File: config.mk
export PLATFORM = sky130hd
export DESIGN_NAME = uart_tx_fifo
export DESIGN_NICKNAME = d
export VERILOG_FILES = /design/src/rtl/uart_tx_fifo.sv
export SDC_FILE = /design/constraint.sdc
export NUM_CORES = 1
export LEC_CHECK = 0
export BUFFER_PORTS_ARGS = -buffer_cell sky130_fd_sc_hd__buf_2
export CAP_MARGIN = 20
export CORE_MARGIN = 2
export CORE_UTILIZATION = 40
export CTS_BUF_LIST = sky130_fd_sc_hd__clkbuf_4 sky130_fd_sc_hd__clkbuf_8 sky130_fd_sc_hd__clkbuf_16
export CTS_CLUSTER_DIAMETER = 200
export DETAILED_ROUTE_END_ITERATION = 10
export PLACE_DENSITY_LB_ADDON = 0.25
export SLEW_MARGIN = 10
export SYNTH_ARGS = -nofsm -noshare
export SYNTH_HDL_FRONTEND = slang
export SYNTH_SLANG_ARGS = --single-unit
File: constraint.sdc
create_clock -name i_clk -period 7.6 [get_ports i_clk]
set_input_delay 0.38 -clock i_clk [delete_from_list [all_inputs] [get_ports i_clk]]
set_output_delay 0.38 -clock i_clk [all_outputs]
set_load 0.005 [all_outputs]
File: src/rtl/uart_tx_fifo.sv
// UART transmitter fed by a byte FIFO; frame = start, 8 data LSB first, [even parity if SSBCC_UART_TX_PARITY_EN], G_NSTOP stop.
// Latency: write in cycle n -> start bit on o_uart_tx from cycle n+2; back-to-back frames have no idle gap.
// Backpressure: none on i_wr; a write into a full FIFO without a same-cycle pop is dropped and sets sticky o_overflow.
module uart_tx_fifo #(
  parameter int G_BAUD_DIV  = 868,
  parameter int G_FIFO_LOG2 = 4,
  parameter int G_NSTOP     = 1
) (
  input  logic       i_clk,
  input  logic       i_rst_n,
  input  logic       i_wr,
  input  logic [7:0] i_data,
  output logic       o_uart_tx,
  output logic       o_full,
  output logic       o_busy,
  output logic       o_overflow
);

  localparam int DEPTH = 1 << G_FIFO_LOG2;
  localparam int BW    = (G_BAUD_DIV > 1) ? $clog2(G_BAUD_DIV) : 1;
  localparam logic [BW-1:0]          BAUD_LAST = BW'(G_BAUD_DIV - 1);
  localparam logic [BW-1:0]          BAUD_ONE  = BW'(1);
  localparam logic [G_FIFO_LOG2:0]   CNT_FULL  = {1'b1, {G_FIFO_LOG2{1'b0}}};
  localparam logic [G_FIFO_LOG2:0]   CNT_ONE   = (G_FIFO_LOG2 + 1)'(1);
  localparam logic [G_FIFO_LOG2-1:0] PTR_ONE   = G_FIFO_LOG2'(1);
  localparam logic [2:0]             STOP_LAST = 3'(G_NSTOP - 1);

  typedef enum logic [2:0] {
    S_IDLE  = 3'd0,
    S_START = 3'd1,
    S_DATA  = 3'd2,
    S_STOP  = 3'd3
`ifdef SSBCC_UART_TX_PARITY_EN
    , S_PARITY = 3'd4
`endif
  } state_t;

  logic [7:0]             mem [DEPTH];
  logic [G_FIFO_LOG2-1:0] wr_ptr, rd_ptr;
  logic [G_FIFO_LOG2:0]   count, count_nxt;
  logic                   wr_ok, pop;

  state_t        state, state_nxt;
  logic [BW-1:0] baud_cnt, baud_nxt;
  logic [2:0]    bit_idx, idx_nxt;
  logic [7:0]    shift, shift_nxt;
  logic          tx_nxt;
  logic          baud_done;
`ifdef SSBCC_UART_TX_PARITY_EN
  logic          par_q, par_nxt;
`endif

  // A pop frees a slot in the same cycle, so a write into a full FIFO still lands.
  assign wr_ok     = i_wr & (~o_full | pop);
  assign baud_done = (baud_cnt == '0);

  always_comb begin
    count_nxt = count;
    if (wr_ok && !pop)
      count_nxt = count + CNT_ONE;
    else if (!wr_ok && pop)
      count_nxt = count - CNT_ONE;
  end

  always_comb begin
    state_nxt = state;
    baud_nxt  = baud_cnt;
    idx_nxt   = bit_idx;
    shift_nxt = shift;
    pop       = 1'b0;
    case (state)
      S_IDLE: begin
        if (count != '0) begin
          pop       = 1'b1;
          shift_nxt = mem[rd_ptr];
          baud_nxt  = BAUD_LAST;
          state_nxt = S_START;
        end
      end
      S_START: begin
        if (baud_done) begin
          baud_nxt  = BAUD_LAST;
          idx_nxt   = 3'd0;
          state_nxt = S_DATA;
        end else begin
          baud_nxt = baud_cnt - BAUD_ONE;
        end
      end
      S_DATA: begin
        if (baud_done) begin
          baud_nxt  = BAUD_LAST;
          shift_nxt = {1'b0, shift[7:1]};
          idx_nxt   = bit_idx + 3'd1;
          if (bit_idx == 3'd7) begin
            idx_nxt = 3'd0;
`ifdef SSBCC_UART_TX_PARITY_EN
            state_nxt = S_PARITY;
`else
            state_nxt = S_STOP;
`endif
          end
        end else begin
          baud_nxt = baud_cnt - BAUD_ONE;
        end
      end
`ifdef SSBCC_UART_TX_PARITY_EN
      S_PARITY: begin
        if (baud_done) begin
          baud_nxt  = BAUD_LAST;
          idx_nxt   = 3'd0;
          state_nxt = S_STOP;
        end else begin
          baud_nxt = baud_cnt - BAUD_ONE;
        end
      end
`endif
      S_STOP: begin
        if (baud_done) begin
          baud_nxt = BAUD_LAST;
          if (bit_idx == STOP_LAST) begin
            idx_nxt = 3'd0;
            // Chain straight into the next start bit when a byte is waiting.
            if (count != '0) begin
              pop       = 1'b1;
              shift_nxt = mem[rd_ptr];
              state_nxt = S_START;
            end else begin
              state_nxt = S_IDLE;
            end
          end else begin
            idx_nxt = bit_idx + 3'd1;
          end
        end else begin
          baud_nxt = baud_cnt - BAUD_ONE;
        end
      end
      default: state_nxt = S_IDLE;
    endcase

`ifdef SSBCC_UART_TX_PARITY_EN
    par_nxt = pop ? ^mem[rd_ptr] : par_q;
`endif

    // Line level is computed for the upcoming state so the output flop changes with it.
    case (state_nxt)
      S_START: tx_nxt = 1'b0;
      S_DATA:  tx_nxt = shift_nxt[0];
`ifdef SSBCC_UART_TX_PARITY_EN
      S_PARITY: tx_nxt = par_nxt;
`endif
      default: tx_nxt = 1'b1;
    endcase
  end

  always_ff @(posedge i_clk) begin
    if (wr_ok)
      mem[wr_ptr] <= i_data;
  end

  always_ff @(posedge i_clk or negedge i_rst_n) begin
    if (!i_rst_n) begin
      wr_ptr     <= '0;
      rd_ptr     <= '0;
      count      <= '0;
      o_full     <= 1'b0;
      o_busy     <= 1'b0;
      o_overflow <= 1'b0;
      state      <= S_IDLE;
      baud_cnt   <= '0;
      bit_idx    <= '0;
      shift      <= '0;
      o_uart_tx  <= 1'b1;
`ifdef SSBCC_UART_TX_PARITY_EN
      par_q      <= 1'b0;
`endif
    end else begin
      if (wr_ok)
        wr_ptr <= wr_ptr + PTR_ONE;
      if (pop)
        rd_ptr <= rd_ptr + PTR_ONE;
      count      <= count_nxt;
      o_full     <= (count_nxt == CNT_FULL);
      o_busy     <= (state_nxt != S_IDLE) | (count_nxt != '0);
      o_overflow <= o_overflow | (i_wr & ~wr_ok);
      state      <= state_nxt;
      baud_cnt   <= baud_nxt;
      bit_idx    <= idx_nxt;
      shift      <= shift_nxt;
      o_uart_tx  <= tx_nxt;
`ifdef SSBCC_UART_TX_PARITY_EN
      par_q      <= par_nxt;
`endif
    end
  end

endmodule
# After elaboration in Yosys (flattened, before gate mapping)
# Memory sizes are Yosys's and may differ from the RTL's.
# Index checks and enable logic that the tools add are counted.
totals:
  reg_bits: 41
  ramBits: 128
  in_bits: 11
  output_inout_bits: 4
  elab_cells: 86
  memories: 1
memory_table:
  columns: ["memory", "depth", "width", "read_ports", "rd_ports_with_merged_regs", "wr", "line_no", "text"]
  rows:
  - ["mem", 16, 8, 1, 0, 1, "38", "logic [7:0] mem [DEPTH];"]
classes:
  addsub: 6
  n_eq_ne: 12
  mux: 31
  bitwise: 7
  n_reduce_logical: 17
op_table:
  columns: ["cell", "n"]
  rows:
  - ["$mux 3", 11]
  - ["$mux 8", 4]
  - ["$pmux 8 s3", 1]
  - ["$mux 10", 2]
  - ["$pmux 10 s2", 1]
  - ["$pmux 3 s4", 1]
  - ["$logic_not 10->1", 1]
  - ["$mux 5", 2]
  - ["$ne 2x2->1 const B", 5]
  - ["$reduce_bool 5->1", 2]
  - ["$sub 10x1->10 const B", 1]
  - ["$eq 3x2->1 const B", 3]
  - ["$pmux 3 s3", 1]
  - ["$reduce_bool 3->1", 3]
  - ["$add 4x1->4 const B", 2]
  - ["$reduce_and 4->1", 2]
  - ["$eq 3x1->1 const B", 2]
  - ["$logic_not 3->1", 2]
  - ["$mux 1", 6]
  - ["$add 5x1->5 const B", 1]
  - ["$eq 5x5->1 const B", 1]
  - ["$sub 5x1->5 const B", 1]
  - ["$pmux 1 s2", 2]
  - ["$add 3x1->3 const B", 1]
  - ["9 further kinds", 15]

# Depth between registers and ports, before layout
depth:
  depth_word: 13
  mapped_depth: 10
  depth_no_buf: 8

# Worst setup path before layout
# Ideal clock, no wire load.
synth_path:
  path_type: "register -> register"
  from: "register baud_cnt[0]"
  to: "memory mem[3][0] (enable)"
  setup_time_ps: 383
  t_arrival_ps: 2497
  t_required_ps: 7217
  setup_slack_ps: 4720
  path_stages_with_launch: 10
  n_path_buf: 1
  synth_period_minus_slack_ps: 2880
  cell_sequence: "dfrtp_1 inv_1 ha_1 nor3b_1 and4_1 buf_4 o21ai_1 a21boi_2 nand2_1 nor3_1"
synth_between:
  elab_chain_len: 7
synth_rtl:
  columns: ["item", "line_no", "text"]
  rows:
  - ["start, declared", "44", "logic [BW-1:0] baud_cnt, baud_nxt;"]
  - ["start signal, assigned", "186", "baud_cnt <= baud_nxt;"]
  - ["$logic_not 10->1", "55", "assign baud_done = (baud_cnt == '0);"]
  - ["$mux 1", "118", "if (baud_done) begin"]
  - ["$pmux 1 s2", "71", "case (state)"]
  - ["$or 1x1->1", "54", "assign wr_ok = i_wr & (~o_full | pop);"]
  - ["$and 1x1->1", "54", null]
  - ["$mux 1", "156", "if (wr_ok)"]
  - ["$mux 1 (implied by the code)", "157", "mem[wr_ptr] <= i_data;"]
  - ["end, declared", "38", null]
# Every way passes these cells.

# Worst setup path in the final report
# Ends and elaborated chain as after synthesis.

==> Implementation_results.wiki <==
{| class="wikitable"
! Metric !! Value
|-
| Instance count after placement with tap cells included || approximately 680
|-
| Fraction of the cycle the final worst path needs || 0.485
|-
| Top cell type's share of synthesized area || 0.527
|-
| Final wirelength || roughly 15 mm
|-
| Leading cell type in the layout, fill and taps excluded || edfxtp_1
|-
| Worst IR Drop VDD || 0.197 mV
|-
| Share of the synthesized netlist area taken by xor and xnor gates || 0.0204
|-
| Gr usage total || 0.160
|-
| Internal power || just under 2000 uW
|-
| Adder and majority cell fraction of the synthesized area || 0.0223
|-
| Switching power || ~880 uW
|-
| Most frequently used flop master after synthesis || edfxtp_1
|-
| Setup Slack @ Placement || about 4000 ps
|-
| Syn Area/Cell || about 16 sq um
|-
| Vias after detailed routing || approximately 4000
|-
| Leakage power total || around 0.0028 uW
|-
| Endpoint arrival time on the critical path || approximately 3700 ps
|-
| Post-CTS setup buffer count || 0
|-
| Layout net count || a little under 500
|-
| Core region area || 17900 sq um
|-
| Clock input transition at the sequential cells of the worst setup and hold paths || approximately 60 ps
|-
| Post-detailed-route via-to-cell ratio || between 5 and 6
|-
| CP Capture Type || flip-flop
|-
| Compound-cell area share of the yosys netlist || 0.0607
|-
| Max-slew violations || 0
|-
| Fraction of power consumed by combinational cells || 0.262
|-
| Remaining antenna violation count after routing || 0
|-
| Final WS setup || between 3000 and 4000 ps
|-
| R2r worst-path depth || 9
|-
| Sw Ratio || 0.309
|-
| HPWL after detailed placement || a little under 10 mm
|-
| Die width || 139 um
|-
| Number of gates given a new drive strength after cts || 0
|-
| Reg-to-reg endpoint || mem[3][0]
|-
| Total clock buffers created by CTS || 17
|-
| Number of H-tree branching levels || 4
|-
| Worst-skew pair later-pin latency || between 400 and 500 ps
|-
| Warnings, synthesis || 0
|-
| Shortest period the worst path allows || between 3000 and 4000 ps
|-
| Gpl congestion || between 0.7 and 0.8
|-
| Number of synthesized register bits || roughly 170
|-
| Total count of hold-check failures in the final report || 0
|-
| Synthesis-to-layout area growth || 12.0%
|-
| Ratio of cells with drive above 1 in the final layout || 0.212
|-
| Power density relative to cell area || around 350 nW/um^2
|-
| Antenna diode count || 0
|-
| Worst-margin pin slew || 1070 ps
|-
| I/O Buffers || 14
|-
| Max Fclk || roughly 0.27 GHz
|-
| Post-Synth Simple-Gate Area || 0.0842
|-
| Post-DR wirelength/cell || slightly above 20 um
|-
| Final-report setup violation count || 0
|-
| Cell types occupying the most area after synthesis || edfxtp_1, dfrtp_1, mux4_2
|-
| Clock Skews || around 13 ps
|-
| Number of library cell types mapped by synthesis || between 50 and 60
|-
| Number of filler instances in the final layout || approximately 1600
|-
| Total Neg Setup Slack || 0 ps
|-
| Synthesized cell area || around 7300 sq um
|-
| Starting density of the core || 0.407
|-
| Sequential cell area fraction in the yosys report || 0.668
|-
| Proportion of power drawn by the clock network || 0.300
|-
| Clock tree from TritonCTS || done
|-
| Critical Setup Path Class || flip-flop to flip-flop
|-
| IO Pins || 15
|-
| Maximum number of pins on one net before global-route repair || 42
|-
| Buffer cell driving the clock tree root || clkbuf_16
|-
| Number of buffers on the longest clock path || 2
|-
| Die Footprint || 19300 sq um
|-
| Max_slew headroom || 0.279
|-
| First DRT Iteration DRCs || ~320
|-
| Gr ovfl total || 0
|-
| RSZ-0062 raised after global routing || false
|-
| Final cell count without fillers || ~700
|-
| Number of enable-type register cells in the synthesized netlist || between 100 and 150
|-
| Post-synthesis cell type with the largest combined area || edfxtp_1
|-
| Maximum fanout along the worst path || 15
|-
| Cts hold-fix bufs || 0
|-
| Number of global-route vias before repair || just over 4000
|-
| Die Span Y || between 100 and 150 um
|-
| DRC viols || 0
|-
| Number of rows created at floorplan || a little under 50
|-
| Portion of netlist area occupied by mux cells || 0.121
|-
| Required arrival time at the worst endpoint || approximately 7600 ps
|-
| Post-synthesis net count || around 480
|-
| DRT Pass-1 Iters || 4
|-
| Pwr Total || 2830 uW
|-
| Largest family of logic cells by synthesized area || multiplexers
|-
| Power share of the sequential group || 0.437
|-
| Most frequent cells in the layout || edfxtp_1, dfrtp_1, mux4_2
|-
| Proportion of register bits with asynchronous set or reset after synthesis || 0.243
|-
| Max-capacitance violation count || 0
|-
| Initial antenna violation count || 0
|-
| Number of sinks on the clock net || approximately 170
|-
| Wire length of the first global-routing pass || approximately 23 mm
|-
| Startpoint of the worst register-to-register path || baud_cnt[0]
|-
| Outcome || finished, final reports clean
|-
| Type of origin of the critical path || flip-flop
|-
| Class of the tightest hold or removal check || primary input to asynchronous set/reset pin
|-
| Worst reg-to-reg setup slack || roughly 4000 ps
|-
| Cell count after synthesis || 457
|}
## registers in the layout, indices dropped and copies added (netlist names)
signal and cells:
mem 128, baud_cnt 10, shift 8, count 5, rd_ptr 4, wr_ptr 4
bit_idx 3, state 3, o_busy 1, o_full 1, o_overflow 1, o_uart_tx 1
## power groups by stage
stage	sequential (uW)	combinational, uW	clock [uW]
final	1240	743	852
after global placement	1270	711	0
after CTS	1260	726	871
after global routing	1260	812	910
after floorplan	1200	592	0
after detailed placement	1280	726	0
## kinds of logic (layout without fill, tap and decap cells)
group | after synthesis | count (layout)
XOR/XNOR | 17 | 17
flip-flops | 169 | 169
buffers and inverters | 34 | 62
adder cells (fa/ha/maj) | 13 | 13
other | 1 | 1
AND/OR/NAND/NOR | 119 | 119
multiplexers | 43 | 43
AO/OA/AOI/OAI | 61 | 61
## layout make-up
cell class | count | area [sq um] | share of cell area
inverter | 9 | 33.8 | 0.00414
tap | 229 | 287 | 0.0351
clock inverter | 14 | 154 | 0.0188
clock buffer | 18 | 433 | 0.0530
sequential | 169 | 4870 | 0.597
multi-input combinational | 254 | 2250 | 0.276
timing repair buffer | 21 | 135 | 0.0165
## synthesized netlist by cell type (3+ instances only)
cell      count
dfrtp_1      40
buf_6         4
o21ai_0       8
xnor2_1      10
o21a_1        3
mux4_2       36
xor2_1        7
nand2_1      31
nor2b_1       6
ha_1         13
a221o_1       4
nor2_1       28
nand4_1       4
buf_2         3
mux2i_1       7
nor3_1       13
nand2b_1      5
inv_1         9
a21oi_1      10
a31oi_1       4
nand3b_1      4
a22oi_1       3
a211oi_1     10
nor3b_1       4
edfxtp_1    128
clkbuf_1     14
nand3_1       7
## through the flow
stage	utilization	hold slack (ps)	area [sq um]
global route	0.456	184	8170
floorplan	-	84.4	7290
global placement	0.422	460	7550
finish	0.456	114	8170
detailed placement	0.422	455	7550
CTS	0.454	138	8130
## worst max-delay path by stage
| stage | startpoint | end | slack, ps | depth (start not counted) |
|---|---|---|---|---|
| after floorplan | baud_cnt[0] | mem[3][0] | 4720 | 9 |
| after global placement | baud_cnt[0] | mem[3][1] | 4140 | 9 |
| after detailed placement | baud_cnt[0] | mem[3][2] | 3990 | 9 |
| after CTS | baud_cnt[0] | mem[3][4] | 3950 | 9 |
| after global routing | baud_cnt[0] | mem[3][2] | 3680 | 9 |
| final | baud_cnt[0] | mem[3][0] | 3910 | 9 |
## layer usage
metal  wire length (um)  track usage
met2               7690        0.275
met5                  0            0
met4                157       0.0463
met1               6250        0.204
met3                598       0.0356
## critical path, stage by stage (launching register included)
cell and delay (ps):
dfrtp_1 410, inv_1 100, ha_1 160, nor3b_1 440, and4_1 430, o21ai_1 90
buf_4 220, a21boi_2 380, nand2_1 240, nor3_1 840
Power figures use the tool's default switching activity.
